<file path="src/rtl/alu_arbiter.sv">
// ---------------------------------------------------------------------------
// alu_arbiter
//
// Round-robin front end that lets two requesters share one ALU. A single
// operation is outstanding at a time: it is accepted in IDLE, issued to the
// ALU with a one-cycle strobe, waited on (bounded by TIMEOUT cycles), then
// returned on a valid/ready response channel.
//
// Ports
//   clk, rst                 clock; synchronous active-high reset
//   req{0,1}_valid/ready     request handshake (ready is combinational)
//   req{0,1}_func/a/b        ALU function code and operands
//   alu_en                   registered one-cycle issue strobe
//   alu_func/a/b             registered operation presented to the ALU
//   alu_result, alu_done     ALU result and completion strobe
//   rsp_valid/ready          response handshake
//   rsp_id                   requester that owns the response
//   rsp_data, rsp_err        result, or zero with err=1 on timeout
//   busy                     high whenever the FSM is not IDLE
// ---------------------------------------------------------------------------
module alu_arbiter #(
    parameter int DWIDTH  = 16,
    parameter int TIMEOUT = 8      // legal range 2..255
) (
    input  logic              clk,
    input  logic              rst,
    input  logic              req0_valid,
    output logic              req0_ready,
    input  logic [2:0]        req0_func,
    input  logic [DWIDTH-1:0] req0_a,
    input  logic [DWIDTH-1:0] req0_b,
    input  logic              req1_valid,
    output logic              req1_ready,
    input  logic [2:0]        req1_func,
    input  logic [DWIDTH-1:0] req1_a,
    input  logic [DWIDTH-1:0] req1_b,
    output logic              alu_en,
    output logic [2:0]        alu_func,
    output logic [DWIDTH-1:0] alu_a,
    output logic [DWIDTH-1:0] alu_b,
    input  logic [DWIDTH-1:0] alu_result,
    input  logic              alu_done,
    output logic              rsp_valid,
    input  logic              rsp_ready,
    output logic              rsp_id,
    output logic [DWIDTH-1:0] rsp_data,
    output logic              rsp_err,
    output logic              busy
);

    typedef enum logic [1:0] {
        IDLE  = 2'd0,
        ISSUE = 2'd1,
        WAIT  = 2'd2,
        RESP  = 2'd3
    } state_t;

    state_t     state;
    state_t     state_nxt;
    logic       prio;          // 1: req1 preferred when both are valid
    logic [7:0] wait_cnt;
    logic       grant0;
    logic       grant1;
    logic       timeout_hit;

    assign timeout_hit = (wait_cnt == 8'(TIMEOUT - 1));

    // NOTE: every signal written here gets a default before the case so no
    // path leaves it unassigned and no latch is inferred.
    always_comb begin
        state_nxt = state;
        grant0    = 1'b0;
        grant1    = 1'b0;
        busy      = (state != IDLE);
        case (state)
            IDLE: begin
                if (req0_valid && (!req1_valid || !prio)) begin
                    grant0 = 1'b1;
                end else if (req1_valid) begin
                    grant1 = 1'b1;
                end
                if (grant0 || grant1) begin
                    state_nxt = ISSUE;
                end
            end
            ISSUE: state_nxt = WAIT;
            WAIT: begin
                // Done has priority over a coincident timeout.
                if (alu_done || timeout_hit) begin
                    state_nxt = RESP;
                end
            end
            RESP: begin
                if (rsp_ready) begin
                    state_nxt = IDLE;
                end
            end
            default: state_nxt = IDLE;
        endcase
        // No accept is ever signalled while reset is held.
        if (rst) begin
            grant0 = 1'b0;
            grant1 = 1'b0;
        end
    end

    assign req0_ready = grant0;
    assign req1_ready = grant1;

    // NOTE: sequential state uses non-blocking assignments so every register
    // samples pre-edge values regardless of statement order.
    always_ff @(posedge clk) begin
        if (rst) begin
            state <= IDLE;
        end else begin
            state <= state_nxt;
        end
    end

    // Datapath registers; all are cleared on reset so an abandoned
    // transaction leaves nothing visible on the outputs.
    always_ff @(posedge clk) begin
        if (rst) begin
            prio      <= 1'b0;
            wait_cnt  <= 8'd0;
            alu_en    <= 1'b0;
            alu_func  <= 3'd0;
            alu_a     <= '0;
            alu_b     <= '0;
            rsp_valid <= 1'b0;
            rsp_id    <= 1'b0;
            rsp_data  <= '0;
            rsp_err   <= 1'b0;
        end else begin
            // Grants only occur in IDLE, so the strobe lands exactly in ISSUE.
            alu_en <= grant0 || grant1;

            if (grant0 || grant1) begin
                alu_func <= grant1 ? req1_func : req0_func;
                alu_a    <= grant1 ? req1_a    : req0_a;
                alu_b    <= grant1 ? req1_b    : req0_b;
                rsp_id   <= grant1;
                // Hand priority to the requester that lost this grant.
                prio     <= grant0;
            end

            case (state)
                ISSUE: wait_cnt <= 8'd0;
                WAIT: begin
                    if (alu_done) begin
                        rsp_data  <= alu_result;
                        rsp_err   <= 1'b0;
                        rsp_valid <= 1'b1;
                    end else if (timeout_hit) begin
                        rsp_data  <= '0;
                        rsp_err   <= 1'b1;
                        rsp_valid <= 1'b1;
                    end else begin
                        wait_cnt <= wait_cnt + 8'd1;
                    end
                end
                RESP: begin
                    if (rsp_ready) begin
                        rsp_valid <= 1'b0;
                    end
                end
                default: ;
            endcase
        end
    end

endmodule

</file>
<file path="config.mk">
export PLATFORM = sky130hd
export DESIGN_NAME = alu_arbiter
export DESIGN_NICKNAME = d
export VERILOG_FILES = /design/src/rtl/alu_arbiter.sv
export SDC_FILE = /design/constraint.sdc
export NUM_CORES = 1
export LEC_CHECK = 0
export CAP_MARGIN = 5
export CORE_UTILIZATION = 35
export DETAILED_ROUTE_END_ITERATION = 8
export PLACE_DENSITY = 0.73
export SLEW_MARGIN = 25
export SYNTH_ARGS = -nofsm -noshare
export SYNTH_HDL_FRONTEND = slang
export SYNTH_SLANG_ARGS = --single-unit
</file>
<file path="constraint.sdc">
create_clock -name clk -period 3.3 [get_ports clk]
set_input_delay 0.66 -clock clk [delete_from_list [all_inputs] [get_ports clk]]
set_output_delay 0.66 -clock clk [all_outputs]
set_load 0.02 [all_outputs]
</file>
==> impl_metrics.csv <==
group,metric,value,unit
yosys,async_flop_share,0,%
pwr,sw_frac_of_total,33.3,%
grt,grt_start_max_net_pins,73,
grt,grt_pass1_vias,2645,
pwr,p_sw,0.000946,W
routing,drt-pass1-iter-count,4,
pwr,leakage,1.67,nW
pwr,ir_drop,286,uV
pwr,power_density,619,nW/um^2
placement,dp_hpwl,5.27,mm
routing,drt_wl_total,7.65,mm
yosys,synth_top_area_cell,"dfxtp_1",
worst_setup_path,crit_start,"req0_valid",
sta,slew_headroom,53.3,%
worst_setup_path,crit_fanout,3,
sta,skew,9.19,ps
cts,root_buffer,"clkbuf_8",
cts,cts_resized,0,
sta,worstMarginPinSlew,701,ps
routing,post_drt_wl_per_cell,14.3,um
cts,cts_sinks,66,
cts,clockBufferDepth,2,
floorplanning,row_count,32,
yosys,synthSimpleGateAreaFrac,11.5,%
routing,viasPerCell,5.02,
placement,place_congestion,0.761,
sta,max_freq,352,MHz
floorplanning,die_y,92.0,um
yosys,syn_inst,285,
floorplanning,top_level_ports,150,
sta,final.min_clock_period,2840,ps
yosys,ys.flop_type,"dfxtp_1",
yosys,yosysWarnings,0,
yosys,syn-num-nets,383,
worst_setup_path,worstSetupPathType,"input pin to output pin",
yosys,synth_fa_ha_area_share,2.65,%
worst_setup_path,crit_required,2640,ps
worst_setup_path,crit_arrival,2180,ps
cts,cts_tree,"built",
yosys,synth_edf_count,0,
pwr,power.total,0.00284,W
min_path,min_path_type,"flop to flop",
pwr,clkPwrFrac,26.7,%
worst_setup_path,r2r_slack,1130,ps
pwr,internal-power,0.00190,W
cts,h-tree-depth,3,
flow_run,cap_violations,0,
placement,numPortBuffers,149,
worst_setup_path,worst_r2r_path_depth,7,
routing,drt_iter0_drc,71,
yosys,synth_cell_types,38,
run_status,status,"complete, no violations",
worst_setup_path,r2r-start,"state[0]",
grt,grt_overflow,0,
routing,drcViolationCount,0,
pwr,pwr-share-comb,37.4,%
sta,finalSetupTns,0,ps
yosys,netlist_top_cells_area,"dfxtp_1 (47%), mux2i_1 (13%), a211oi_1 (10%), a22o_1 (4.9%), nor2_1 (4.9%)",
yosys,synth_mux_area_share,12.7,%
yosys,synth_top_area_share,46.6,%
cells_and_area,diodes,0,
sta,hold_violations,0,
floorplanning,core,7770,um^2
floorplanning,fp.dieW,92.0,um
yosys,yosys-top-cells-count,"dfxtp_1 (66), a211oi_1 (39), nor2_1 (37)",
cts,clk_pin_slew_worst_paths,70,ps
grt,grt_usage,18.7,%
cts,clock_latency,340,ps
worst_setup_path,crit_end,"req0_ready",
yosys,seq_area_frac_synth,46.6,%
grt,grt_pass1_wl,12.7,mm
cells_and_area,drive_gt1_share,5.77,%
yosys,syn_area,2830,um^2
routing,vias,2688,
routing,antenna_left,0,
cts,cts_inserted_buffers,9,
cells_and_area,nets,526,
cts,cts_setup_buffers,0,
sta,final-setup-viol-count,0,
sta,period_share,86.0,%
worst_setup_path,cp-end-kind,"output pin",
yosys,synth_top_family_by_area,"compound AO/OA/AOI/OAI gates",
worst_setup_path,startpoint_type,"input pin",
yosys,ys_ff_latch,66,
floorplanning,dieArea,8460,um^2
yosys,synth_compound_area_share,21.6,%
yosys,yosysMostFrequentCell,"dfxtp_1",
sta,slew_viol_final,0,
yosys,synth-xor-area-share,0,%
floorplanning,start_util,36.5,%
pwr,power_frac_seq,35.9,%
worst_setup_path,timing.rr.end,"alu_b[0]",
yosys,syn_area_per_cell,9.94,um^2
sta,rsz0062_at_grt,"false",
grt,antenna_found_initial,0,
cells_and_area,syn_to_final_growth,62.1,%
cts,ctsHoldBuffers,0,
==> critical path, stage by stage <==
cell	delay (ps)
clkdlybuf4s50_1	520
nand2_1	110
a211oi_4	220
clkdlybuf4s50_1	670
==> cell usage in the layout (no fill, tap or decap), types with 2 or more instances in the layout <==
cell type / Yosys / layout
a22o_1: 16 / 16
or3_1: 2 / 2
a211oi_1: 39 / 39
clkbuf_8: 0 / 9
bufinv_16: 0 / 2
buf_4: 3 / 3
mux2i_1: 36 / 36
nand3_1: 8 / 8
ha_1: 6 / 6
a211o_1: 2 / 2
a31oi_1: 2 / 2
clkdlybuf4s50_1: 0 / 148
and3_1: 2 / 2
nor2_1: 37 / 37
inv_1: 7 / 7
a21oi_1: 8 / 8
inv_6: 0 / 2
clkinv_4: 0 / 2
dfxtp_1: 66 / 66
nand2b_1: 4 / 4
nand4_1: 3 / 3
a21o_1: 2 / 2
nand2_1: 9 / 9
==> sequential cells by signal, summed over array words and instances (netlist names) <==
| name | count |
|---|---|
| alu_a | 16 |
| alu_b | 16 |
| alu_en | 1 |
| alu_func | 3 |
| prio | 1 |
| rsp_data | 16 |
| rsp_err | 1 |
| rsp_id | 1 |
| rsp_valid | 1 |
| state | 2 |
| wait_cnt | 8 |
==> cells by family after synthesis <==
group	count (synthesis)
AOI/OAI and AO/OA	79
adders and majority gates	6
buffers and inverters	28
DFF	66
muxes	36
and+or+nand+nor	70
==> layer usage <==
metal	GRT usage [%]	wire, um	vias to the layer above
li1	-	-	1341
met1	22.8	3330	1239
met2	31.0	3580	97
met3	6.55	653	11
met4	5.47	87	0
met5	0	0	-
==> power by group through the flow <==
stage          registers, W  logic, W  clock network, W
5_1_grt             0.00104   0.00115          0.000818
4_1_cts             0.00102   0.00107          0.000779
3_3_place_gp        0.00103   0.00105                 0
6_report            0.00102   0.00106          0.000759
3_5_place_dp        0.00104   0.00107                 0
2_1_floorplan       0.00117  0.000471                 0
==> final cells by class <==
cell class,count,area [um^2]
tap,102,128
clock inverter,7,100
fill,712,3170
sequential,66,1320
timing repair buffer,152,1510
multi-input combinational,191,1380
clock buffer,9,124
inverter,8,30.0
==> through the flow <==
stage                     worst slack [ps]  hold slack (ps)  std cells  util, %  instance area [um^2]
after floorplan                       1230              464        285        -                  2830
after global placement                 460              455        519     56.3                  4370
after detailed placement               445              457        519     56.3                  4370
after CTS                              441              476        535     59.1                  4590
after global routing                   414              512        535     59.1                  4590
final                                  460              475        535     59.1                  4590
==> how the worst min path moves through the flow <==
stage                       startpoint            to  slack, ps  cells past startpoint
after floorplan            wait_cnt[3]   wait_cnt[3]        460                      1
after global placement    rsp_data[13]  rsp_data[13]        450                      1
after detailed placement   rsp_data[0]   rsp_data[0]        460                      1
after CTS                    rsp_valid     rsp_valid        480                      2
after global routing       rsp_data[8]   rsp_data[8]        510                      1
final                        rsp_valid     rsp_valid        480                      2
(Power assumes the default switching activity.)
